**src/rtl/solix_pkg.sv**
```systemverilog
// Shared definitions for the Solix-16 word serializer.
//
// Contents:
//   ser_state_t  - serializer FSM state (SER_IDLE, SER_SHIFT)
//   ser_cnt_w()  - width of the bit counter for a given word width
//   SER_CNT_W    - counter width for the default 16-bit datapath
//
// The counter is sized from WIDTH+2 so that a frame carrying an optional
// parity bit (WIDTH+1 beats) still fits, with one code point of headroom.
package solix_pkg;

   typedef enum logic {
      SER_IDLE,
      SER_SHIFT
   } ser_state_t;

   function automatic int ser_cnt_w(input int width);
      return $clog2(width + 2);
   endfunction

   localparam int SER_CNT_W = ser_cnt_w(16);

endpackage

```
**src/rtl/ser_bit_counter.sv**
```systemverilog
// Beat counter for the word serializer.
//
// Parameters:
//   FL     frame length in beats (counter runs 0 .. FL-1 and saturates there)
//   CNT_W  counter width
// Ports:
//   clk      in   clock, rising edge
//   rst_n    in   synchronous reset, active low
//   clr      in   return count to zero (new word loaded or frame finished)
//   inc      in   advance count by one (serial beat)
//   count    out  current bit index within the frame
//   is_last  out  count is on the final bit of the frame
module ser_bit_counter #(
   parameter int FL    = 16,
   parameter int CNT_W = 5
) (
   input  logic             clk,
   input  logic             rst_n,
   input  logic             clr,
   input  logic             inc,
   output logic [CNT_W-1:0] count,
   output logic             is_last
);

   localparam logic [CNT_W-1:0] LAST_CNT = CNT_W'(FL - 1);

   assign is_last = (count == LAST_CNT);

   // Clear has priority over increment so a new word arriving on the final
   // beat starts at bit zero. The count saturates at the last index.
   always_ff @(posedge clk) begin
      if (!rst_n) begin
         count <= '0;
      end else if (clr) begin
         count <= '0;
      end else if (inc && !is_last) begin
         count <= count + 1'b1;
      end
   end

endmodule

```
**src/rtl/word_serializer.sv**
```systemverilog
// Parallel-in / serial-out transmitter for Solix-16 datapath words.
//
// A WIDTH-bit word is taken over a valid/ready handshake and sent one bit
// per accepted beat on a valid/ready serial port. A new word may be taken on
// the final beat of the current frame, so back-to-back frames have no gap.
//
// Parameters:
//   WIDTH      data word width in bits (>= 2)
//   MSB_FIRST  1: bit WIDTH-1 goes out first; 0: bit 0 goes out first
// Ports:
//   clk        in   clock, rising edge
//   rst_n      in   synchronous reset, active low
//   in_valid   in   upstream word valid
//   in_ready   out  word can be accepted this cycle (combinational)
//   in_data    in   parallel word, sampled when in_valid & in_ready
//   ser_valid  out  ser_out holds a valid bit
//   ser_ready  in   downstream accepts the bit
//   ser_out    out  current serial bit
//   ser_last   out  current bit is the final bit of the frame
// Configuration:
//   SERIALIZER_PARITY_EN  when defined, an even-parity bit (XOR of the word)
//                         follows the data bits and carries ser_last.
module word_serializer
   import solix_pkg::*;
#(
   parameter int WIDTH     = 16,
   parameter bit MSB_FIRST = 1'b1
) (
   input  logic             clk,
   input  logic             rst_n,
   input  logic             in_valid,
   output logic             in_ready,
   input  logic [WIDTH-1:0] in_data,
   output logic             ser_valid,
   input  logic             ser_ready,
   output logic             ser_out,
   output logic             ser_last
);

`ifdef SERIALIZER_PARITY_EN
   localparam int FL = WIDTH + 1;
`else
   localparam int FL = WIDTH;
`endif

   localparam int               CNT_W        = ser_cnt_w(WIDTH);
   localparam logic [CNT_W-1:0] PRE_LAST_CNT = CNT_W'(FL - 2);

   ser_state_t       state;
   ser_state_t       state_nxt;
   logic [FL-1:0]    shift_q;
   logic [FL-1:0]    load_val;
   logic [CNT_W-1:0] count;
   logic             is_last;
   logic             beat;
   logic             final_beat;
   logic             accept;

   // Beat counter: restarts on every load and when a frame closes.
   ser_bit_counter #(
      .FL    (FL),
      .CNT_W (CNT_W)
   ) u_cnt (
      .clk     (clk),
      .rst_n   (rst_n),
      .clr     (accept | final_beat),
      .inc     (beat),
      .count   (count),
      .is_last (is_last)
   );

   // FSM state register.
   always_ff @(posedge clk) begin
      if (!rst_n) begin
         state <= SER_IDLE;
      end else begin
         state <= state_nxt;
      end
   end

   // Next-state and handshake decode. in_ready is gated by rst_n so nothing
   // is accepted while reset is held. In SHIFT the port opens only on the
   // final beat, which lets the next word follow without a bubble.
   always_comb begin
      state_nxt  = state;
      in_ready   = 1'b0;
      beat       = 1'b0;
      final_beat = 1'b0;
      case (state)
         SER_IDLE: begin
            in_ready = rst_n;
            if (in_valid && rst_n) begin
               state_nxt = SER_SHIFT;
            end
         end
         SER_SHIFT: begin
            beat = ser_ready;
            if (ser_ready && is_last) begin
               final_beat = 1'b1;
               in_ready   = rst_n;
               if (!in_valid) begin
                  state_nxt = SER_IDLE;
               end
            end
         end
         default: state_nxt = SER_IDLE;
      endcase
      accept = in_valid & in_ready;
   end

   // Frame image placed in the shift register. The parity bit sits just
   // behind the data bits at the far end from the output.
   always_comb begin
      load_val = '0;
`ifdef SERIALIZER_PARITY_EN
      if (MSB_FIRST) begin
         load_val = {in_data, ^in_data};
      end else begin
         load_val = {^in_data, in_data};
      end
`else
      load_val = in_data;
`endif
   end

   // Shift register: the output end is bit FL-1 for MSB-first and bit 0
   // otherwise. Zeros shift in, so ser_out returns to 0 once a frame drains.
   always_ff @(posedge clk) begin
      if (!rst_n) begin
         shift_q <= '0;
      end else if (accept) begin
         shift_q <= load_val;
      end else if (beat) begin
         if (MSB_FIRST) begin
            shift_q <= shift_q << 1;
         end else begin
            shift_q <= shift_q >> 1;
         end
      end
   end

   // ser_last is registered one cycle ahead: it rises on the beat that moves
   // the counter onto the final index and drops on any load or frame end.
   always_ff @(posedge clk) begin
      if (!rst_n) begin
         ser_last <= 1'b0;
      end else if (accept) begin
         ser_last <= 1'b0;
      end else if (beat) begin
         ser_last <= (count == PRE_LAST_CNT);
      end
   end

   assign ser_valid = (state == SER_SHIFT);
   assign ser_out   = MSB_FIRST ? shift_q[FL-1] : shift_q[0];

endmodule

```
**config.mk**
```make
export PLATFORM = sky130hd
export DESIGN_NAME = word_serializer
export DESIGN_NICKNAME = d
export VERILOG_FILES = /design/src/rtl/solix_pkg.sv /design/src/rtl/ser_bit_counter.sv /design/src/rtl/word_serializer.sv
export SDC_FILE = /design/constraint.sdc
export NUM_CORES = 1
export LEC_CHECK = 0
export BUFFER_PORTS_ARGS = -buffer_cell sky130_fd_sc_hd__buf_2
export CAP_MARGIN = 20
export CORE_UTILIZATION = 30
export DETAILED_ROUTE_END_ITERATION = 8
export SKIP_CTS_REPAIR_TIMING = 1
export SLEW_MARGIN = 40
export SYNTH_ARGS = -nofsm -noshare
export SYNTH_HDL_FRONTEND = slang
export SYNTH_SLANG_ARGS = --single-unit
```
**constraint.sdc**
```tcl
create_clock -name clk -period 2.46 [get_ports clk]
set_clock_uncertainty 0.15 [all_clocks]
set_input_delay 0.369 -clock clk [delete_from_list [all_inputs] [get_ports clk]]
set_output_delay 0.369 -clock clk [all_outputs]
set_load 0.005 [all_outputs]
```
==> After elaboration in Yosys (flattened, before gate mapping) <==
Cells that the tools add are included.
W data, S select, Z words.
{ "totals": {"register_bits": 23, "in_bits": 20, "output_inout_bits": 4, "elab_cells": 29} }
{ "classes": {"addsub": 1, "eq_ne": 2, "mux": 11, "n_bitwise": 4, "n_reduce_logical": 7} }
{ "op_table": {"columns": ["op", "count"], "rows": [
  ["$mux W16", 2],
  ["$eq A5 B4 Y1 const B", 2],
  ["$mux W1", 7],
  ["$add A5 B1 Y5 const B", 1],
  ["$pmux W1 S2", 2],
  ["$reduce_or A2 Y1", 2],
  ["$logic_and A1 B1 Y1", 3],
  ["$not A1 Y1", 2],
  ["$reduce_bool A2 Y1", 1],
  ["$and A1 B1 Y1", 1],
  ["$logic_not A1 Y1", 1],
  ["$or A1 B1 Y1", 1]
]} }

==> Longest topological paths before layout <==
{ "depth": {"ltp_word": 7, "ltp_mapped": 8, "mapped_depth_nobuf": 6} }

==> By module <==
A second synthesis with hierarchy kept.
{ "hier_totals": {"hier_cells": 115, "area_unflattened_um2": 1124.8} }
{ "modules_own_cells": {"columns": ["module", "instances", "cells_each", "area_per_inst_um2", "seq_area_each_um2"], "rows": [
  ["word_serializer", 1, 89, 883.3, 360.3],
  ["ser_bit_counter", 1, 26, 241.5, 100.1]
]} }

==> Worst setup path after synthesis <==
OpenSTA, ideal clock, no wires.
{ "synth_timing": {"kind": "flip-flop to output port", "from": "reg u_cnt.count[0]", "to": "out in_ready", "t_arrival_ps": 1422, "required_ps": 1941, "path_slack_ps": 519, "path_stages_with_launch": 7, "path_buffers": 1, "path_cell_list": "dfxtp_1 ha_1 and3_1 ha_1 a21boi_2 buf_2 nor2b_1"} }
{ "synth_between": {"elab_chain_len": 4} }
{ "synth_rtl": {"columns": ["element", "line_no", "text"], "rows": [
  ["start: declaration", "ser_bit_counter.sv:21", "output logic [CNT_W-1:0] count,"],
  ["start signal: assignment", "ser_bit_counter.sv:37", "count <= count + 1'b1;"],
  ["$eq A5 B4 Y1", "ser_bit_counter.sv:27", "assign is_last = (count == LAST_CNT);"],
  ["$logic_and A1 B1 Y1", "word_serializer.sv:98", "if (ser_ready && is_last) begin"],
  ["$mux W1", "word_serializer.sv:98", null],
  ["$pmux W1 S2", "word_serializer.sv:89", "case (state)"],
  ["end: declaration", "word_serializer.sv:32", "output logic in_ready,"]
]} }
No other way between the ends.

==> Final worst setup path <==
Ends and elaborated chain as after synthesis.

==> results_dict.tcl <==
set metrics [dict create \
    path_class "flop to output pin" \
    cp_top_family "adder cells" \
    seqCellArea_sq_um 460 \
    clk_path_buf_depth 2 \
    yosys_warnings 0 \
    synth_area_leaders "dfxtp_1, mux2i_1, nand2b_1, a21oi_1, o21ai_0" \
    drt-total-wl_um 2220 \
    ir_worst_vdd_uv 238 \
    p_int_uw 567 \
    synth_xor_xnor_area_share 0.0153 \
    fin_area_sq_mm 0.00135 \
    antenna_cells 0 \
    multi_input_area_sq_um 629 \
    drive_gt1_frac 0.224 \
    cp_slowest_cell "dfxtp_1" \
    cts.sinks 23 \
    slew_headroom 0.786 \
    io_pins 24 \
    synth_fa_ha_area_frac 0.0328 \
    drt-initial-drc-count 35 \
    arrival_ps 1800 \
    cts_tree "done" \
    setup_viol 0 \
    synth.distinct_cells 29 \
    synth_compound_area_frac 0.176 \
    gp_congestion 0.770 \
    start_util 0.312 \
    cp-start-kind "flop" \
    final.setup.tns_ps 0 \
    crit_buf_inv 2 \
    power_density_mw_per_mm2 560 \
    grtUsageTotal 0.116 \
    min_path_cells 3 \
    cp_num_cells 7 \
    numCtsBuffers 3 \
    hold_path.class "input pin to flop" \
    ant_nets 0 \
    fin_crit_sh 0.941 \
    slew_violations 0 \
    syn_inst 126 \
    dp_hpwl_um 1580 \
    num_vias 930 \
    synth_top_family_by_area "simple AND/OR/NAND/NOR gates" \
    synth.cell_area_sq_mm 0.00114 \
    pwr-share-clk 0.307 \
    rsz0062_at_grt "false" \
    area_growth_pct 18.4 \
    p_leak_nw 0.626 \
    placed_area_sq_mm 0.00131 \
    worstPathCellList "ha_1 -> and3_1 -> ha_1 -> a21boi_2 -> buf_4 -> nor2b_1 -> buf_2" \
    antenna_found_initial 0 \
    swShare 0.252 \
    root_buffer "clkbuf_8" \
    grt_max_degree 22 \
    grt_pass1_vias 824 \
    fillCellCount 387 \
    yosys.area.top_type_share 0.403 \
    drt-pass1-iter-count 4 \
    rows 22 \
    hold_viol 0 \
    fp.dieArea_sq_mm 0.00406 \
    wl_per_cell_um 11.4 \
    synthMuxAreaShare 0.141 \
    final_cells 195 \
    die_w_um 63.7 \
    timing.fmax_mhz 432 \
    synth_seq_cells 23 \
    syn_nets 149 \
    whs_ps 202 \
    p_comb_frac 0.149 \
    cp_slowest_stage_delay_ps 350 \
    cp_max_fo 8 \
    power_switching_uw 191 \
    htree_num_levels 1 \
    avgSynthCellArea_sq_um 9.08 \
    synth-simple-area-share 0.185 \
    chipHeight_um 63.7 \
    async_reset_ff_frac 0 \
    portBuffers 23 \
    cp.required_ps 1940 \
    synth_largest_area_cell "dfxtp_1" \
    cts.clk_slew.worst_paths_ps 80 \
    drc 0 \
    clock_latency_ps 260 \
    power_frac_seq 0.544 \
    status "completed" \
    ys_seq_area_frac 0.403 \
    core_sq_mm 0.00366 \
    maxCapViolations 0 \
    cp-end-kind "output pin" \
    gr-total-overflow 0 \
    reg2reg_depth 7 \
    synth_edf_count 0 \
    ys.flop_type "dfxtp_1" \
    worst_slew_pin_slew_ps 321 \
    dp_cells 191 \
    grt_pass1_wl_um 3800 \
    cpMostUsedCell "ha_1" \
    layout.nets 171 \
    routed_via_density 4.77 \
    fin_crit_ps 2320 \
]
==> power groups by stage <==
stage / Sequential [mW] / Combinational (mW) / Clock [mW]
CTS: 0.413 / 0.114 / 0.237
global placement: 0.420 / 0.112 / 0
finish: 0.412 / 0.113 / 0.232
detailed placement: 0.421 / 0.114 / 0
floorplan: 0.416 / 0.0796 / 0
global route: 0.416 / 0.127 / 0.255
==> cell type report <==
class | count | area share
timing repair buffer | 26 | 0.111
clock inverter | 1 | 0.00370
multi-input combinational | 92 | 0.465
clock buffer | 3 | 0.0305
sequential | 23 | 0.340
tap | 48 | 0.0444
inverter | 2 | 0.00555
==> final timing paths <==
path | from | endpoint | slack, ps
max reg2reg | u_cnt.count[0] | ser_last | 450
min reg2reg | shift_q[0] | shift_q[0] | 330
min | in_data[0] | shift_q[0] | 200
max | u_cnt.count[0] | in_ready | 140
==> cell usage in the layout (no fill, tap or decap), types with 3 or more instances in the layout <==
cell	synthesis	layout
dfxtp_1	23	23
ha_1	3	3
clkbuf_8	0	3
nand2b_1	17	17
a21oi_1	16	16
nand3_1	3	3
o21ai_0	15	15
mux2i_1	15	15
buf_2	4	23
nor2_1	4	4
==> synth_stat cells, types with 2 or more instances <==
cell type,count
dfxtp_1,23
nand2b_1,17
a21oi_1,16
mux2i_1,15
o21ai_0,15
buf_2,4
clkbuf_1,4
nor2_1,4
ha_1,3
nand3_1,3
a211oi_1,2
and3_1,2
inv_1,2
==> routing by layer <==
metal	vias up	GRT usage	wire, um	part of all wire
met1	414	0.153	1120	0.50
met5	-	0	0	0
met4	0	0.0341	25	0.011
met3	3	0.0268	128	0.058
li1	486	-	-	-
met2	27	0.186	947	0.43
==> stage by stage <==
stage          total power [mW]  utilization  worst slack [ps]
2_1_floorplan             0.495            -               519
3_3_place_gp              0.531        0.357               489
3_5_place_dp              0.535        0.357               454
4_1_cts                   0.764        0.370               152
5_1_grt                   0.798        0.370              37.7
6_report                  0.758        0.370               145
==> worst min-delay path: stages <==
cell	delay, ps
buf_2	100
nand2_1	50
o21ai_1	50
==> registers in the layout, summed over array words and instances (netlist names) <==
| register | flops |
|---|---|
| ser_last | 1 |
| ser_valid | 1 |
| shift_q | 16 |
| u_cnt.count | 5 |
==> cell families after synthesis <==
group                    after synthesis
AND/OR/NAND/NOR                       34
multiplexers                          16
adder cells (fa/ha/maj)                3
XOR/XNOR                               2
flip-flops                            23
AO/OA/AOI/OAI                         37
buffers and inverters                 11
Power figures use the tool's default switching activity.
